### src/rtl/dmc_dma_unit_if.sv
// -----------------------------------------------------------------------------
// dmc_dma_unit_if
//
// Bundles the DMC fetch port, the CPU halt handshake and the CPU bus signals
// used by the DMC sample-fetch DMA engine.
//
// Signals
//   cpu_clk_en      CPU cycle tick; the DMA only changes state on these clocks
//   apu_clk_en      APU half-rate tick, toggles every CPU tick (put/get phase)
//   dmc_re          fetch request from the DMC channel
//   dmc_addr[14:0]  sample address accompanying the request
//   dmc_read_data   fetched byte, held until the next fetch completes
//   dmc_data_valid  one-clock pulse when dmc_read_data updates
//   cpu_rw          1 = the CPU's current cycle is a read
//   cpu_rdy         0 = CPU must stall on its next read cycle
//   bus_owner       1 = DMA owns the CPU bus this cycle
//   bus_addr[15:0]  DMA bus address
//   bus_re          DMA read strobe
//   bus_data_in     read data returned by the bus during the DMA read cycle
//   busy            1 whenever the DMA is not idle
//
// Modports
//   master  the DMA engine (drives the bus and the CPU halt line)
//   slave   the surrounding system: DMC, CPU core and memory mux
// -----------------------------------------------------------------------------
interface dmc_dma_unit_if;
    logic        cpu_clk_en;
    logic        apu_clk_en;
    logic        dmc_re;
    logic [14:0] dmc_addr;
    logic [7:0]  dmc_read_data;
    logic        dmc_data_valid;
    logic        cpu_rw;
    logic        cpu_rdy;
    logic        bus_owner;
    logic [15:0] bus_addr;
    logic        bus_re;
    logic [7:0]  bus_data_in;
    logic        busy;

    modport master (
        input  cpu_clk_en,
        input  apu_clk_en,
        input  dmc_re,
        input  dmc_addr,
        input  cpu_rw,
        input  bus_data_in,
        output dmc_read_data,
        output dmc_data_valid,
        output cpu_rdy,
        output bus_owner,
        output bus_addr,
        output bus_re,
        output busy
    );

    modport slave (
        output cpu_clk_en,
        output apu_clk_en,
        output dmc_re,
        output dmc_addr,
        output cpu_rw,
        output bus_data_in,
        input  dmc_read_data,
        input  dmc_data_valid,
        input  cpu_rdy,
        input  bus_owner,
        input  bus_addr,
        input  bus_re,
        input  busy
    );
endinterface

### src/rtl/dmc_dma_unit.sv
// -----------------------------------------------------------------------------
// dmc_dma_unit
//
// DMC sample-fetch DMA engine. A fetch request from the DMC pulls RDY low,
// waits for the CPU to reach a read cycle (writes are never halted), spends a
// halt and a dummy cycle, optionally one alignment cycle so the read lands on
// a "get" cycle, then reads {1'b1, dmc_addr} from the CPU bus and hands the
// byte back to the DMC with a one-clock valid pulse.
//
// Parameters
//   ALIGN_EN  1 = insert an alignment cycle when apu_clk_en is high at the
//                 tick leaving the dummy cycle; 0 = read right after dummy
//
// Ports
//   clk     system clock
//   rst_l   asynchronous active-low reset
//   dma     dmc_dma_unit_if.master bundle (DMC port, CPU handshake, bus)
//
// All outputs are registered. State only moves on clocks with cpu_clk_en=1.
// -----------------------------------------------------------------------------
module dmc_dma_unit #(
    parameter bit ALIGN_EN = 1'b1
) (
    input  logic           clk,
    input  logic           rst_l,
    dmc_dma_unit_if.master dma
);

    typedef enum logic [2:0] {
        ST_IDLE  = 3'd0,
        ST_PEND  = 3'd1,
        ST_HALT  = 3'd2,
        ST_DUMMY = 3'd3,
        ST_ALIGN = 3'd4,
        ST_READ  = 3'd5
    } state_t;

    state_t      state_q,     state_d;
    logic        pending_q,   pending_d;
    logic [14:0] addr_q,      addr_d;
    logic [7:0]  rd_data_q,   rd_data_d;
    logic        valid_q,     valid_d;
    logic        cpu_rdy_q,   cpu_rdy_d;
    logic        bus_owner_q, bus_owner_d;
    logic        bus_re_q,    bus_re_d;
    logic [15:0] bus_addr_q,  bus_addr_d;
    logic        busy_q,      busy_d;

    // -------------------------------------------------------------------------
    // Next-state logic
    // -------------------------------------------------------------------------
    always_comb begin
        state_d   = state_q;
        pending_d = pending_q;
        addr_d    = addr_q;
        rd_data_d = rd_data_q;
        valid_d   = 1'b0;

        if (dma.cpu_clk_en) begin
            // A request arriving while a fetch is in flight is remembered in a
            // single flag; repeated requests merge into it.
            if ((state_q != ST_IDLE) && dma.dmc_re) begin
                pending_d = 1'b1;
            end

            case (state_q)
                ST_IDLE: begin
                    // The address is taken from the DMC at the start tick,
                    // also for a request that was held in the pending flag.
                    if (dma.dmc_re || pending_q) begin
                        addr_d    = dma.dmc_addr;
                        pending_d = 1'b0;
                        state_d   = ST_PEND;
                    end
                end
                ST_PEND: begin
                    // RDY only stalls the 6502 on a read cycle.
                    if (dma.cpu_rw) begin
                        state_d = ST_HALT;
                    end
                end
                ST_HALT: begin
                    state_d = ST_DUMMY;
                end
                ST_DUMMY: begin
                    // apu_clk_en high here would put the read on a put cycle;
                    // burn one more cycle to move it onto a get cycle.
                    if (ALIGN_EN && dma.apu_clk_en) begin
                        state_d = ST_ALIGN;
                    end else begin
                        state_d = ST_READ;
                    end
                end
                ST_ALIGN: begin
                    state_d = ST_READ;
                end
                ST_READ: begin
                    rd_data_d = dma.bus_data_in;
                    valid_d   = 1'b1;
                    state_d   = ST_IDLE;
                end
                default: begin
                    state_d = ST_IDLE;
                end
            endcase
        end
    end

    // -------------------------------------------------------------------------
    // Registered outputs, derived from the state being entered so that they
    // are valid for the whole cycle spent in that state.
    // -------------------------------------------------------------------------
    always_comb begin
        cpu_rdy_d   = (state_d == ST_IDLE);
        busy_d      = (state_d != ST_IDLE);
        bus_owner_d = (state_d == ST_HALT)  || (state_d == ST_DUMMY) ||
                      (state_d == ST_ALIGN) || (state_d == ST_READ);
        bus_re_d    = (state_d == ST_READ);
        bus_addr_d  = bus_addr_q;
        if ((state_d == ST_READ) && (state_q != ST_READ)) begin
            bus_addr_d = {1'b1, addr_q};
        end
    end

    // -------------------------------------------------------------------------
    // State registers
    // -------------------------------------------------------------------------
    always_ff @(posedge clk or negedge rst_l) begin
        if (!rst_l) begin
            state_q     <= ST_IDLE;
            pending_q   <= 1'b0;
            addr_q      <= 15'h0000;
            rd_data_q   <= 8'h00;
            valid_q     <= 1'b0;
            cpu_rdy_q   <= 1'b1;
            bus_owner_q <= 1'b0;
            bus_re_q    <= 1'b0;
            bus_addr_q  <= 16'h0000;
            busy_q      <= 1'b0;
        end else begin
            state_q     <= state_d;
            pending_q   <= pending_d;
            addr_q      <= addr_d;
            rd_data_q   <= rd_data_d;
            valid_q     <= valid_d;
            cpu_rdy_q   <= cpu_rdy_d;
            bus_owner_q <= bus_owner_d;
            bus_re_q    <= bus_re_d;
            bus_addr_q  <= bus_addr_d;
            busy_q      <= busy_d;
        end
    end

    assign dma.dmc_read_data  = rd_data_q;
    assign dma.dmc_data_valid = valid_q;
    assign dma.cpu_rdy        = cpu_rdy_q;
    assign dma.bus_owner      = bus_owner_q;
    assign dma.bus_re         = bus_re_q;
    assign dma.bus_addr       = bus_addr_q;
    assign dma.busy           = busy_q;

endmodule
### src/flat_wrapper.sv
// flat-port wrapper written by rule: the top's interface ports become plain ports
module dmc_dma_unit_flat 
#(
    parameter bit ALIGN_EN = 1'b1
)
  (clk, rst_l, dma_cpu_clk_en, dma_apu_clk_en, dma_dmc_re, dma_dmc_addr, dma_cpu_rw, dma_bus_data_in, dma_dmc_read_data, dma_dmc_data_valid, dma_cpu_rdy, dma_bus_owner, dma_bus_addr, dma_bus_re, dma_busy);
  dmc_dma_unit_if dma_i ();
  input  logic clk;
  input  logic rst_l;
  input wire logic [$bits(dma_i.cpu_clk_en)-1:0] dma_cpu_clk_en;
  input wire logic [$bits(dma_i.apu_clk_en)-1:0] dma_apu_clk_en;
  input wire logic [$bits(dma_i.dmc_re)-1:0] dma_dmc_re;
  input wire logic [$bits(dma_i.dmc_addr)-1:0] dma_dmc_addr;
  input wire logic [$bits(dma_i.cpu_rw)-1:0] dma_cpu_rw;
  input wire logic [$bits(dma_i.bus_data_in)-1:0] dma_bus_data_in;
  output wire logic [$bits(dma_i.dmc_read_data)-1:0] dma_dmc_read_data;
  output wire logic [$bits(dma_i.dmc_data_valid)-1:0] dma_dmc_data_valid;
  output wire logic [$bits(dma_i.cpu_rdy)-1:0] dma_cpu_rdy;
  output wire logic [$bits(dma_i.bus_owner)-1:0] dma_bus_owner;
  output wire logic [$bits(dma_i.bus_addr)-1:0] dma_bus_addr;
  output wire logic [$bits(dma_i.bus_re)-1:0] dma_bus_re;
  output wire logic [$bits(dma_i.busy)-1:0] dma_busy;
  assign dma_i.cpu_clk_en = dma_cpu_clk_en;
  assign dma_i.apu_clk_en = dma_apu_clk_en;
  assign dma_i.dmc_re = dma_dmc_re;
  assign dma_i.dmc_addr = dma_dmc_addr;
  assign dma_i.cpu_rw = dma_cpu_rw;
  assign dma_i.bus_data_in = dma_bus_data_in;
  assign dma_dmc_read_data = dma_i.dmc_read_data;
  assign dma_dmc_data_valid = dma_i.dmc_data_valid;
  assign dma_cpu_rdy = dma_i.cpu_rdy;
  assign dma_bus_owner = dma_i.bus_owner;
  assign dma_bus_addr = dma_i.bus_addr;
  assign dma_bus_re = dma_i.bus_re;
  assign dma_busy = dma_i.busy;
  dmc_dma_unit #(.ALIGN_EN(ALIGN_EN)) u_core (.clk(clk), .rst_l(rst_l), .dma(dma_i));
endmodule
### config.mk
export PLATFORM = sky130hd
export DESIGN_NAME = dmc_dma_unit_flat
export DESIGN_NICKNAME = d
export VERILOG_FILES = /design/src/rtl/dmc_dma_unit_if.sv /design/src/rtl/dmc_dma_unit.sv /design/src/flat_wrapper.sv
export SDC_FILE = /design/constraint.sdc
export NUM_CORES = 1
export LEC_CHECK = 0
export CAP_MARGIN = 20
export CORE_AREA = 2 2 72 74
export CTS_BUF_LIST = sky130_fd_sc_hd__clkbuf_8
export CTS_CLUSTER_SIZE = 30
export DETAILED_ROUTE_END_ITERATION = 10
export DIE_AREA = 0 0 74 76
export PLACE_DENSITY = 0.71
export SYNTH_ARGS = -nofsm -noshare
export SYNTH_HDL_FRONTEND = slang
export SYNTH_SLANG_ARGS = --single-unit
### constraint.sdc
create_clock -name clk -period 1.9 [get_ports clk]
set_input_delay 0.475 -clock clk [delete_from_list [all_inputs] [get_ports clk]]
set_output_delay 0.475 -clock clk [all_outputs]
set_load 0.01 [all_outputs]
==> run summary <==
============================================================================================
Worst Path Required                                                                  2.08 ns
Final TNS setup                                                                    -0.711 ns
Hold Fails Final Rpt                                                                       0
Arrival time of the worst setup path                                                 2.14 ns
Clock transition at the registers of the reported paths                              0.08 ns
CTS tree                                                                                done
Detailed placement HPWL                                                              3.10 mm
Number of top-level pins                                                                  58
Post-Synthesis Cells                                                                     119
Clock buffers created by TritonCTS                                                         5
Leakage dissipation                                                                  1.28 nW
Maximum number of pins on one net before global-route repair                              28
Global-route wire length before repair                                               7.18 mm
Number of warnings reported in the yosys synthesis log                                     0
Initial standard-cell utilization of the core                                          38.3%
Number of core rows                                                                       26
CTS Hold Bufs                                                                              0
Area of the core region                                                          0.00491 mm²
Overall Global Routing Usage                                                           16.9%
Cell variety after synth                                                                  26
Via/cell ratio                                                                          4.73
Count of placed standard cells including taps                                            258
Detailed-route DRC error count                                                             0
Net count of the mapped netlist                                                          148
Internal power consumption                                                           3.63 mW
Class of the tightest hold or removal check                                      in -> async
Crit path capture type                                                              register
WL per Instance                                                                      16.1 µm
Maximum ir drop on the vdd rail                                                     0.886 mV
Register bit total from synthesis                                                         48
Basic-gate share of the synthesized area counting and, or, nand and nor cells          4.32%
Portion of the post-synthesis area used by sequential elements                         63.9%
Count of vias placed by the detailed router                                            1,286
Clock latency at the later pin of the worst-skew pair                                0.29 ns
Peak Freq                                                                          0.510 GHz
Max-slew headroom                                                                      65.1%
Synth Flop Type                                                                 sky130_fd_sc_hd__dfrtp_1
Clk sinks                                                                                 48
Worst path setup slack after routing                                              -0.0616 ns
Horizontal die dimension                                                               74 µm
Clk root buf                                                                    sky130_fd_sc_hd__clkbuf_8
Run status                                                                      finished with violations
RSZ-0062 raised after global routing                                                    true
Violation count after the first detailed-routing iteration                                58
Diode insertion count for antenna repair                                                   0
Synthesized area per cell                                                           15.8 µm²
Synth Area in Compound Gates                                                           5.98%
CTS H-Tree Depth                                                                           2
Total Die Area                                                                   0.00562 mm²
Net Sw Frac                                                                            29.8%
Die height                                                                             76 µm
Post-route clock period utilization                                                     103%
Dominant combinational cell family by area after synthesis                      multiplexers
Count of input and output buffers                                                         57
Fraction of power consumed by combinational cells                                      48.4%
Violations in the final reports                                                 setup timing
Area share of xor/xnor cells in the synthesized design                                0.465%
Number of standard cells in the final layout excluding fillers                           272
Worst Tran Pin Value                                                                0.523 ns
Setup-violating endpoint count in the final report                                        15
First-pass detailed-route iteration total                                                  4
Final count of pins violating max slew                                                     0
Number of nets in the finished design                                                    230
Synth Area in Adders                                                                      0%
Antenna-violating nets left                                                                0
Clock skew                                                                        0.00976 ns
Layout area overhead                                                                   59.1%
Via count of the first global-routing pass                                             1,424
Antenna violations before repair                                                           0
Final GP Congestion                                                                    0.852
Max-Cap Viols                                                                              0
Number of enable-type register cells in the synthesized netlist                            0
Dpl ws                                                                             -0.572 ns
Post-synthesis instance area                                                     0.00188 mm²
Critical setup path kind                                                           in -> reg
Final critical delay including setup and external delays                             1.96 ns
Areal power density over the cells                                               1730 mW/mm²
Worst-path fanout max                                                                      5
Mux contribution to synthesized area                                                   22.7%
Total Routed Length                                                                  4.38 mm
Total congestion overflow after global routing                                             0
Part of the power in registers                                                         36.5%
Fin Hold WS                                                                         0.156 ns
Post-route total power                                                               5.17 mW
Proportion of synthesized flip-flops having asynchronous set or reset                   100%
Fraction of layout instances using a drive strength above 1                            42.6%
Clock network fraction of design power                                                 15.2%
Net switching power                                                                  1.54 mW
Launching element type of the critical path                                        input pin
Max Buffers Root-to-Sink                                                                   2
============================================================================================
final timing paths:
path / from / to / slack, ns / cells after the start
min: rst_l / u_core.addr_q[13]$_DFFE_PN0P_ / 0.16 / 1
max reg2reg: u_core.state_q[0]$_DFF_PN0_ / u_core.dma.bus_addr[4]$_DFFE_PN0P_ / -0.05 / 6
min in group clk: u_core.dma.bus_addr[15]$_DFFE_PN0P_ / u_core.dma.bus_addr[15]$_DFFE_PN0P_ / 0.49 / 1
min reg2reg: u_core.dma.bus_addr[15]$_DFFE_PN0P_ / u_core.dma.bus_addr[15]$_DFFE_PN0P_ / 0.49 / 1
max in group asynchronous: rst_l / u_core.dma.cpu_rdy$_DFF_PN1_ / 1.15 / 2
max: dma_cpu_rw / u_core.dma.bus_addr[4]$_DFFE_PN0P_ / -0.06 / 7
cells in the mapped netlist, types with 2 or more instances:
master,n,area [µm²]
sky130_fd_sc_hd__buf_6,2,22.5
sky130_fd_sc_hd__or2_2,2,12.5
sky130_fd_sc_hd__nor2_1,2,7.51
sky130_fd_sc_hd__o221ai_2,2,30.0
sky130_fd_sc_hd__a21oi_1,2,10.0
sky130_fd_sc_hd__nand2_1,3,11.3
sky130_fd_sc_hd__inv_1,3,11.3
sky130_fd_sc_hd__buf_4,2,15.0
sky130_fd_sc_hd__mux2_2,38,428
sky130_fd_sc_hd__dfrtp_1,47,1180
what timing repair did:
action	in CTS	in global routing
setup endpoints to repair	31	30
resized for setup	19	5
pin swaps	3	3
setup buffers	2	3
hold endpoints to repair	0	0
cloned	1	0
logic make-up after synthesis:
family,Yosys count
and+or+nand+nor,14
buffers and inverters,7
DFF,48
muxes,38
xor gates and xnor gates,1
AOI/OAI and AO/OA,11
layout by cell type (no fill, tap or decap):
cell type,synthesis,routed
sky130_fd_sc_hd__or3b_4,0,1
sky130_fd_sc_hd__inv_1,3,3
sky130_fd_sc_hd__o21ai_1,1,1
sky130_fd_sc_hd__bufinv_16,0,1
sky130_fd_sc_hd__nor3b_4,0,1
sky130_fd_sc_hd__a2111oi_4,1,1
sky130_fd_sc_hd__or3_1,1,1
sky130_fd_sc_hd__o221ai_4,0,2
sky130_fd_sc_hd__o211ai_1,1,1
sky130_fd_sc_hd__and3_1,1,1
sky130_fd_sc_hd__dfstp_2,1,1
sky130_fd_sc_hd__nand2_1,3,2
sky130_fd_sc_hd__nand2_2,0,1
sky130_fd_sc_hd__nor2_1,2,1
sky130_fd_sc_hd__mux2_2,38,23
sky130_fd_sc_hd__dlygate4sd2_1,0,4
sky130_fd_sc_hd__xnor2_1,1,1
sky130_fd_sc_hd__buf_2,0,1
sky130_fd_sc_hd__nor3_1,1,1
sky130_fd_sc_hd__o31ai_4,0,1
sky130_fd_sc_hd__clkbuf_16,0,1
sky130_fd_sc_hd__clkdlybuf4s50_1,0,52
sky130_fd_sc_hd__a21oi_4,0,1
sky130_fd_sc_hd__buf_4,2,15
sky130_fd_sc_hd__or2_4,0,1
sky130_fd_sc_hd__dfrtp_1,47,44
sky130_fd_sc_hd__o21a_1,1,1
sky130_fd_sc_hd__dfrtp_2,0,3
sky130_fd_sc_hd__mux2_4,0,15
sky130_fd_sc_hd__or2_2,2,1
sky130_fd_sc_hd__buf_12,0,4
sky130_fd_sc_hd__nand4b_1,1,1
sky130_fd_sc_hd__a21oi_1,2,1
sky130_fd_sc_hd__o21ba_4,0,1
sky130_fd_sc_hd__clkbuf_8,0,7
sky130_fd_sc_hd__nor2_2,0,1
sky130_fd_sc_hd__and3_2,1,1
sky130_fd_sc_hd__a211oi_1,1,1
sky130_fd_sc_hd__buf_6,2,2
per-stage QoR:
step,instance area [µm²],util [%]
2_1_floorplan,1960,-
3_3_place_gp,2730,55.6
3_5_place_dp,2730,55.6
4_1_cts,2970,60.4
5_1_grt,2990,61.0
6_report,2990,61.0
flip-flops by register name, summed over array words and instances (netlist names), 3 cells and up:
name / cells
u_core.addr_q: 15
u_core.dma.bus_addr: 16
u_core.dma.dmc_read_data: 8
u_core.state_q: 3
per-layer routing:
| layer | wire (µm) | share of wire [%] | track usage [%] | vias up |
|---|---|---|---|---|
| met4 | 85 | 1.9 | 6.55 | 0 |
| met3 | 136 | 3.1 | 4.10 | 9 |
| met5 | 0 | 0 | 0 | - |
| met2 | 2410 | 55 | 28.2 | 27 |
| met1 | 1750 | 40 | 20.8 | 662 |
| li1 | - | - | - | 588 |
layout make-up:
cell class	instances	area, µm²
multi-input combinational	64	762
tap	70	87.6
fill	378	1920
clock buffer	7	96.3
inverter	3	11.3
sequential	48	1210
clock inverter	1	30.0
timing repair buffer	79	801
power groups by stage:
stage                     registers [mW]  logic, mW  clock network, mW
after floorplan                     1.93       1.05                  0
after global placement              1.84       2.13                  0
after detailed placement            1.88       2.21                  0
after CTS                           1.88       2.47              0.817
after global routing                1.95       2.66              0.851
final                               1.88       2.50              0.784
critical path: stages:
cell                            delay, ns
sky130_fd_sc_hd__dlygate4sd2_1       0.29
sky130_fd_sc_hd__o31ai_4             0.26
sky130_fd_sc_hd__nand2_2             0.11
sky130_fd_sc_hd__a2111oi_4           0.38
sky130_fd_sc_hd__buf_4               0.19
sky130_fd_sc_hd__buf_6               0.13
sky130_fd_sc_hd__mux2_4              0.30
(Power assumes the default switching activity.)
